<file path="src/rtl/lsu_pkg.sv">
// Shared definitions for the load/store unit: FSM state encoding, the default
// wait-state timeout and the load-byte extension helper.
package lsu_pkg;

    // Default number of cycles waited for any single mem_done edge.
    localparam int LSU_TIMEOUT_DEFAULT = 255;

    typedef enum logic [2:0] {
        IDLE   = 3'd0,
        REQ_LO = 3'd1,
        REL_LO = 3'd2,
        REQ_HI = 3'd3,
        REL_HI = 3'd4
    } lsu_state_t;

    // Byte load result: sign-extend when sgn is set, otherwise zero-extend.
    function automatic logic [15:0] lsu_extend(input logic [7:0] b, input logic sgn);
        logic [7:0] hi_v;
        hi_v = (sgn && b[7]) ? 8'hFF : 8'h00;
        return {hi_v, b};
    endfunction

endpackage

</file>
<file path="src/rtl/load_store_unit.sv">
// Load/store unit: turns one core command (byte or 16-bit, load or store)
// into one or two four-phase byte transactions on the data-memory port.
// Words are little-endian; the high byte lives at cmd_addr+1 (wrapping).
// Every wait state is bounded by TIMEOUT_CYCLES and aborts with rsp_err.
module load_store_unit
    import lsu_pkg::*;
#(
    parameter int TIMEOUT_CYCLES = LSU_TIMEOUT_DEFAULT
) (
    input  logic        clock,
    input  logic        reset,
    input  logic        cmd_valid,
    output logic        cmd_ready,
    input  logic        cmd_write,
    input  logic        cmd_word,
    input  logic        cmd_signed,
    input  logic [15:0] cmd_addr,
    input  logic [15:0] cmd_wdata,
    output logic        rsp_valid,
    output logic        rsp_err,
    output logic [15:0] rsp_rdata,
    output logic [15:0] mem_addr,
    output logic [7:0]  mem_wdata,
    input  logic [7:0]  mem_rdata,
    output logic        mem_write,
    output logic        mem_req,
    input  logic        mem_done
);

    localparam int CNT_W = $clog2(TIMEOUT_CYCLES + 1);
    // Value of the counter during the last permitted wait cycle.
    localparam logic [CNT_W-1:0] CNT_LAST = CNT_W'(TIMEOUT_CYCLES - 1);

    lsu_state_t       state_r;
    logic             write_r;
    logic             word_r;
    logic             signed_r;
    logic [15:0]      addr_r;
    logic [15:0]      wdata_r;
    logic [7:0]       rdata_lo_r;
    logic [CNT_W-1:0] cnt_r;
    logic             cnt_last_s;

    // A responder still holding done (e.g. after an abort) blocks new commands.
    assign cmd_ready  = (state_r == IDLE) && !mem_done;
    assign cnt_last_s = (cnt_r == CNT_LAST);

    // Command FSM, memory handshake, wait-state timeout and response outputs.
    always_ff @(posedge clock or posedge reset) begin
        if (reset) begin
            state_r    <= IDLE;
            write_r    <= 1'b0;
            word_r     <= 1'b0;
            signed_r   <= 1'b0;
            addr_r     <= 16'h0000;
            wdata_r    <= 16'h0000;
            rdata_lo_r <= 8'h00;
            cnt_r      <= '0;
            mem_req    <= 1'b0;
            mem_write  <= 1'b0;
            mem_addr   <= 16'h0000;
            mem_wdata  <= 8'h00;
            rsp_valid  <= 1'b0;
            rsp_err    <= 1'b0;
            rsp_rdata  <= 16'h0000;
        end else begin
            rsp_valid <= 1'b0;
            rsp_err   <= 1'b0;
            case (state_r)
                IDLE: begin
                    cnt_r <= '0;
                    if (cmd_valid && cmd_ready) begin
                        write_r   <= cmd_write;
                        word_r    <= cmd_word;
                        signed_r  <= cmd_signed;
                        addr_r    <= cmd_addr;
                        wdata_r   <= cmd_wdata;
                        state_r   <= REQ_LO;
                        mem_req   <= 1'b1;
                        mem_addr  <= cmd_addr;
                        mem_write <= cmd_write;
                        mem_wdata <= cmd_write ? cmd_wdata[7:0] : 8'h00;
                    end else begin
                        state_r <= IDLE;
                    end
                end
                REQ_LO: begin
                    if (mem_done) begin
                        cnt_r     <= '0;
                        state_r   <= REL_LO;
                        mem_req   <= 1'b0;
                        mem_write <= 1'b0;
                        mem_wdata <= 8'h00;
                        if (word_r) begin
                            rdata_lo_r <= mem_rdata;
                        end else begin
                            rsp_valid <= 1'b1;
                            if (!write_r) begin
                                rsp_rdata <= lsu_extend(mem_rdata, signed_r);
                            end else begin
                                rsp_rdata <= rsp_rdata;
                            end
                        end
                    end else if (cnt_last_s) begin
                        cnt_r     <= '0;
                        state_r   <= IDLE;
                        mem_req   <= 1'b0;
                        mem_write <= 1'b0;
                        mem_wdata <= 8'h00;
                        rsp_valid <= 1'b1;
                        rsp_err   <= 1'b1;
                    end else begin
                        cnt_r <= cnt_r + CNT_W'(1);
                    end
                end
                REL_LO: begin
                    if (!mem_done) begin
                        cnt_r <= '0;
                        if (word_r) begin
                            state_r   <= REQ_HI;
                            mem_req   <= 1'b1;
                            mem_addr  <= addr_r + 16'd1;
                            mem_write <= write_r;
                            mem_wdata <= write_r ? wdata_r[15:8] : 8'h00;
                        end else begin
                            state_r <= IDLE;
                        end
                    end else if (cnt_last_s) begin
                        cnt_r     <= '0;
                        state_r   <= IDLE;
                        rsp_valid <= 1'b1;
                        rsp_err   <= 1'b1;
                    end else begin
                        cnt_r <= cnt_r + CNT_W'(1);
                    end
                end
                REQ_HI: begin
                    if (mem_done) begin
                        cnt_r     <= '0;
                        state_r   <= REL_HI;
                        mem_req   <= 1'b0;
                        mem_write <= 1'b0;
                        mem_wdata <= 8'h00;
                        rsp_valid <= 1'b1;
                        if (!write_r) begin
                            rsp_rdata <= {mem_rdata, rdata_lo_r};
                        end else begin
                            rsp_rdata <= rsp_rdata;
                        end
                    end else if (cnt_last_s) begin
                        cnt_r     <= '0;
                        state_r   <= IDLE;
                        mem_req   <= 1'b0;
                        mem_write <= 1'b0;
                        mem_wdata <= 8'h00;
                        rsp_valid <= 1'b1;
                        rsp_err   <= 1'b1;
                    end else begin
                        cnt_r <= cnt_r + CNT_W'(1);
                    end
                end
                REL_HI: begin
                    if (!mem_done) begin
                        cnt_r   <= '0;
                        state_r <= IDLE;
                    end else if (cnt_last_s) begin
                        cnt_r     <= '0;
                        state_r   <= IDLE;
                        rsp_valid <= 1'b1;
                        rsp_err   <= 1'b1;
                    end else begin
                        cnt_r <= cnt_r + CNT_W'(1);
                    end
                end
                default: begin
                    cnt_r     <= '0;
                    state_r   <= IDLE;
                    mem_req   <= 1'b0;
                    mem_write <= 1'b0;
                    mem_wdata <= 8'h00;
                end
            endcase
        end
    end

endmodule

</file>
<file path="config.mk">
export PLATFORM = sky130hd
export DESIGN_NAME = load_store_unit
export DESIGN_NICKNAME = d
export VERILOG_FILES = /design/src/rtl/lsu_pkg.sv /design/src/rtl/load_store_unit.sv
export SDC_FILE = /design/constraint.sdc
export NUM_CORES = 1
export LEC_CHECK = 0
export CORE_UTILIZATION = 30
export CTS_CLUSTER_SIZE = 14
export DETAILED_ROUTE_END_ITERATION = 6
export DONT_BUFFER_PORTS = 1
export PLACE_DENSITY_LB_ADDON = 0.15
export SETUP_SLACK_MARGIN = 0.2
export SYNTH_ARGS = -nofsm -noshare
export SYNTH_HDL_FRONTEND = slang
export SYNTH_SLANG_ARGS = --single-unit
</file>
<file path="constraint.sdc">
create_clock -name clock -period 3.8 [get_ports clock]
set_input_delay 0.95 -clock clock [delete_from_list [all_inputs] [get_ports clock]]
set_output_delay 0.95 -clock clock [all_outputs]
set_load 0.05 [all_outputs]
</file>
==> metrics.md <==
| Metric | Value |
|---|---|
| Layout Cell Area excl Fill | `4640 sq um` |
| Nets@finish | `432` |
| Max-slew headroom | `34.9%` |
| Ant. Diodes | `0` |
| Worst Setup Start Kind | `primary input` |
| Rows | `42` |
| Sequential Power Share | `55.1%` |
| Final TNS setup | `0 ns` |
| DRT Pass-1 Iters | `5` |
| Sw frac | `46.2%` |
| Cells after Synth | `386` |
| Root Buffer | `clkbuf_16` |
| Die width | `120 microns` |
| Core ar. | `13400 sq um` |
| Vias | `2813` |
| Worst clock skew | `0.00613 ns` |
| Worst EP required | `2.85 ns` |
| DRC Markers | `0` |
| Initial drt markers | `186` |
| Status | `finished, final reports clean` |
| Antenna violations before repair | `0` |
| Async SR Flop Fraction | `100%` |
| Mapped cell area | `4160 sq um` |
| Number of global-route vias before repair | `2859` |
| Hold-fix buffers, CTS | `0` |
| DIE AREA | `14400 sq um` |
| Initial core utilization | `31.1%` |
| Slowest CP cell | `nor4_2` |
| H-Tree Depth | `3` |
| Unrepaired setup endpoints after global routing | `no` |
| Clk Latency, worst-skew pair | `0.34 ns` |
| CP Capture Type | `output pin` |
| Cell Count, Final, Fillers Out | `563` |
| Avg Synthesized Cell Area | `10.8 sq um` |
| CP Launch Point | `mem_done` |
| Sw Pwr | `2.09 mW` |
| Max clock buf depth | `2` |
| Fillers | `1388` |
| Gpl congestion | `0.714` |
| Largest delay share family, worst path | `simple AND/OR/NAND/NOR gates` |
| DPL Wire Length | `6430 microns` |
| CTS tree | `done` |
| Achievable frequency | `405 MHz` |
| Die Height | `120 microns` |
| # resized after CTS | `0` |
| Slew Viols, Final | `0` |
| All-Layer GR Usage | `14.1%` |
| RR Startpoint | `state_r[1]$_DFF_PP0_` |
| Cell Area, Placed | `4340 sq um` |
| Placed cell count | `547` |
| Buf/Inv on CP | `1` |
| R2R depth | `4` |
| Final Power | `4.51 mW` |
| GRT Residual Overflow | `0` |
| Clock power frac | `20.2%` |
| Worst path max stage delay | `0.31 ns` |
| Largest net degree at the start of global routing | `56` |
| Final Hold Viols | `0` |
| Post-synth EDFFs | `0` |
| Yosys cell types | `46` |
| Pwr Density | `973 nW/um^2` |
| # setup viols final | `0` |
| Worst hold start | `wdata_r[15]$_DFFE_PP0N_` |
| Worst hold stages | `1` |
| Worst Path Arrival | `1.52 ns` |
| First-pass GRT wire length | `15500 microns` |
| Worst-Margin Slew | `0.974 ns` |
| IO buf count | `0` |
| Mapped Nets | `436` |
| Crit Path Max Fanout | `10` |
| Yosys warns | `0` |
| #FFs+latches synth | `90` |
| Combinational power share | `24.7%` |
| # IOs | `92` |
| CP Class | `primary input to output pin` |
| Drt via density | `5.00` |
| Wire length per cell | `16.7 microns` |
| Clock sink total | `90` |
| Layout cell share with drive strength beyond 1 | `9.04%` |
| Hold slack final | `0.487 ns` |
| Internal | `2.43 mW` |
| Final WL | `9380 microns` |
| Critical Path, Cell by Cell | `nor4_2 > buf_4` |
| Post-route ant nets | `0` |
| Minimum clock period | `2.47 ns` |
| Leak Pwr | `1.91 nW` |
| Hold/Removal Path Class | `flop to flop` |
| VDD IR max | `0.239 mV` |
| Critical path depth in cells | `2` |
| Post-synth top flop | `dfrtp_1` |
| Area grow syn2layout | `11.4%` |
| Total CTS buffers | `9` |
| Max Cap Viol | `0` |
| # Post-CTS Setup Buffers | `0` |
| Seq/Total Area, Yosys | `54.1%` |
| Clock transition time at the flip-flop clock pins of the worst setup and hold paths | `0.06 ns` |
| Crit share post-route | `65.0%` |
-- cell usage in the layout, fill, tap and decap left out, types with 3 or more instances in the layout --
| cell | instances |
|---|---|
| a21oi_1 | 19 |
| a22oi_1 | 14 |
| a31oi_1 | 10 |
| and2_1 | 3 |
| and3_1 | 3 |
| buf_4 | 6 |
| clkbuf_1 | 3 |
| clkbuf_16 | 9 |
| dfrtp_1 | 90 |
| ha_1 | 3 |
| inv_1 | 4 |
| mux2_1 | 26 |
| mux2_2 | 8 |
| mux2i_1 | 5 |
| nand2_1 | 46 |
| nand3_1 | 11 |
| nand4_1 | 5 |
| nor2_1 | 34 |
| nor2b_1 | 3 |
| nor3_1 | 5 |
| o21ai_0 | 12 |
| o21ai_1 | 9 |
| o2bb2ai_1 | 8 |
| xnor2_1 | 6 |
| xor2_1 | 13 |
-- final timing paths --
path	to	slack (ns)
setup / recovery	cmd_ready	1.33
hold reg to reg	wdata_r[15]$_DFFE_PP0N_	0.49
setup reg to reg	addr_r[6]$_DFFE_PP0N_	1.52
hold / removal	wdata_r[15]$_DFFE_PP0N_	0.49
min in group asynchronous	mem_addr[15]$_DFFE_PP0P_	0.61
max in group asynchronous	cnt_r[5]$_DFF_PP0_	2.46
-- area by class of cell --
type | count | area, sq um | share of cell area [%]
well taps | 176 | 220 | 4.75
clock buffers | 14 | 264 | 5.69
inverters | 5 | 21.3 | 0.459
repair buffers | 6 | 45.0 | 0.971
clock inverters | 2 | 35.0 | 0.755
flip-flops and latches | 90 | 2250 | 48.6
multi-input cells | 270 | 1800 | 38.8
-- per-layer routing --
layer,up-vias,part of all wire (%),global-route usage [%]
met1,1366,47,18.7
met4,0,1.0,5.39
met3,7,6.3,5.37
li1,1365,-,-
met5,-,0,0
met2,75,46,20.8
-- cells by family (layout without fill, tap and decap cells) --
kind of cell / after synthesis / count (layout) / share of synthesized area (%)
DFF: 90 / 90 / 54.1
AOI/OAI and AO/OA: 83 / 83 / 12.7
muxes: 39 / 39 / 10.4
adders and majority gates: 3 / 3 / 0.902
xor gates and xnor gates: 19 / 19 / 4.00
buffers and inverters: 26 / 27 / 3.07
and+or+nand+nor: 126 / 126 / 14.8
-- metrics by stage --
stage          util, %  setup slack [ns]
2_1_floorplan        -             0.515
3_3_place_gp      32.4              1.27
3_5_place_dp      32.4              1.25
4_1_cts           34.6              1.34
5_1_grt           34.6              1.27
6_report          34.6              1.33
-- synthesized netlist by cell type (5+ instances only) --
| cell | number | area (sq um) |
|---|---|---|
| a22oi_1 | 14 | 105 |
| nand2_1 | 46 | 173 |
| mux2_1 | 26 | 293 |
| inv_1 | 5 | 18.8 |
| buf_4 | 5 | 37.5 |
| a31oi_1 | 10 | 62.6 |
| nand4_1 | 5 | 31.3 |
| nand3_1 | 11 | 55.1 |
| o21ai_0 | 12 | 60.1 |
| mux2_2 | 8 | 90.1 |
| nor3_1 | 5 | 25.0 |
| xnor2_1 | 6 | 52.6 |
| o2bb2ai_1 | 8 | 70.1 |
| xor2_1 | 13 | 114 |
| clkbuf_1 | 12 | 45.0 |
| nor2_1 | 34 | 128 |
| a21oi_1 | 19 | 95.1 |
| dfrtp_1 | 90 | 2250 |
| mux2i_1 | 5 | 50.1 |
| o21ai_1 | 9 | 45.0 |
-- power groups by stage --
stage / Sequential [mW] / Combinational [mW] / Clock [mW]
2_1_floorplan: 2.37 / 0.993 / 0
3_3_place_gp: 2.51 / 1.12 / 0
3_5_place_dp: 2.51 / 1.14 / 0
4_1_cts: 2.50 / 1.14 / 0.947
5_1_grt: 2.56 / 1.28 / 0.983
6_report: 2.49 / 1.12 / 0.912
-- sequential cells by signal, indices dropped and copies added (netlist names) --
name and count:
state_r 3, word_r 1, rsp_rdata 16, cnt_r 8, mem_addr 16, rsp_valid 1
mem_wdata 8, addr_r 16, rsp_err 1, mem_write 1, signed_r 1, rdata_lo_r 8
wdata_r 8, write_r 1, mem_req 1
No activity file was read; power rests on OpenSTA's default activity.
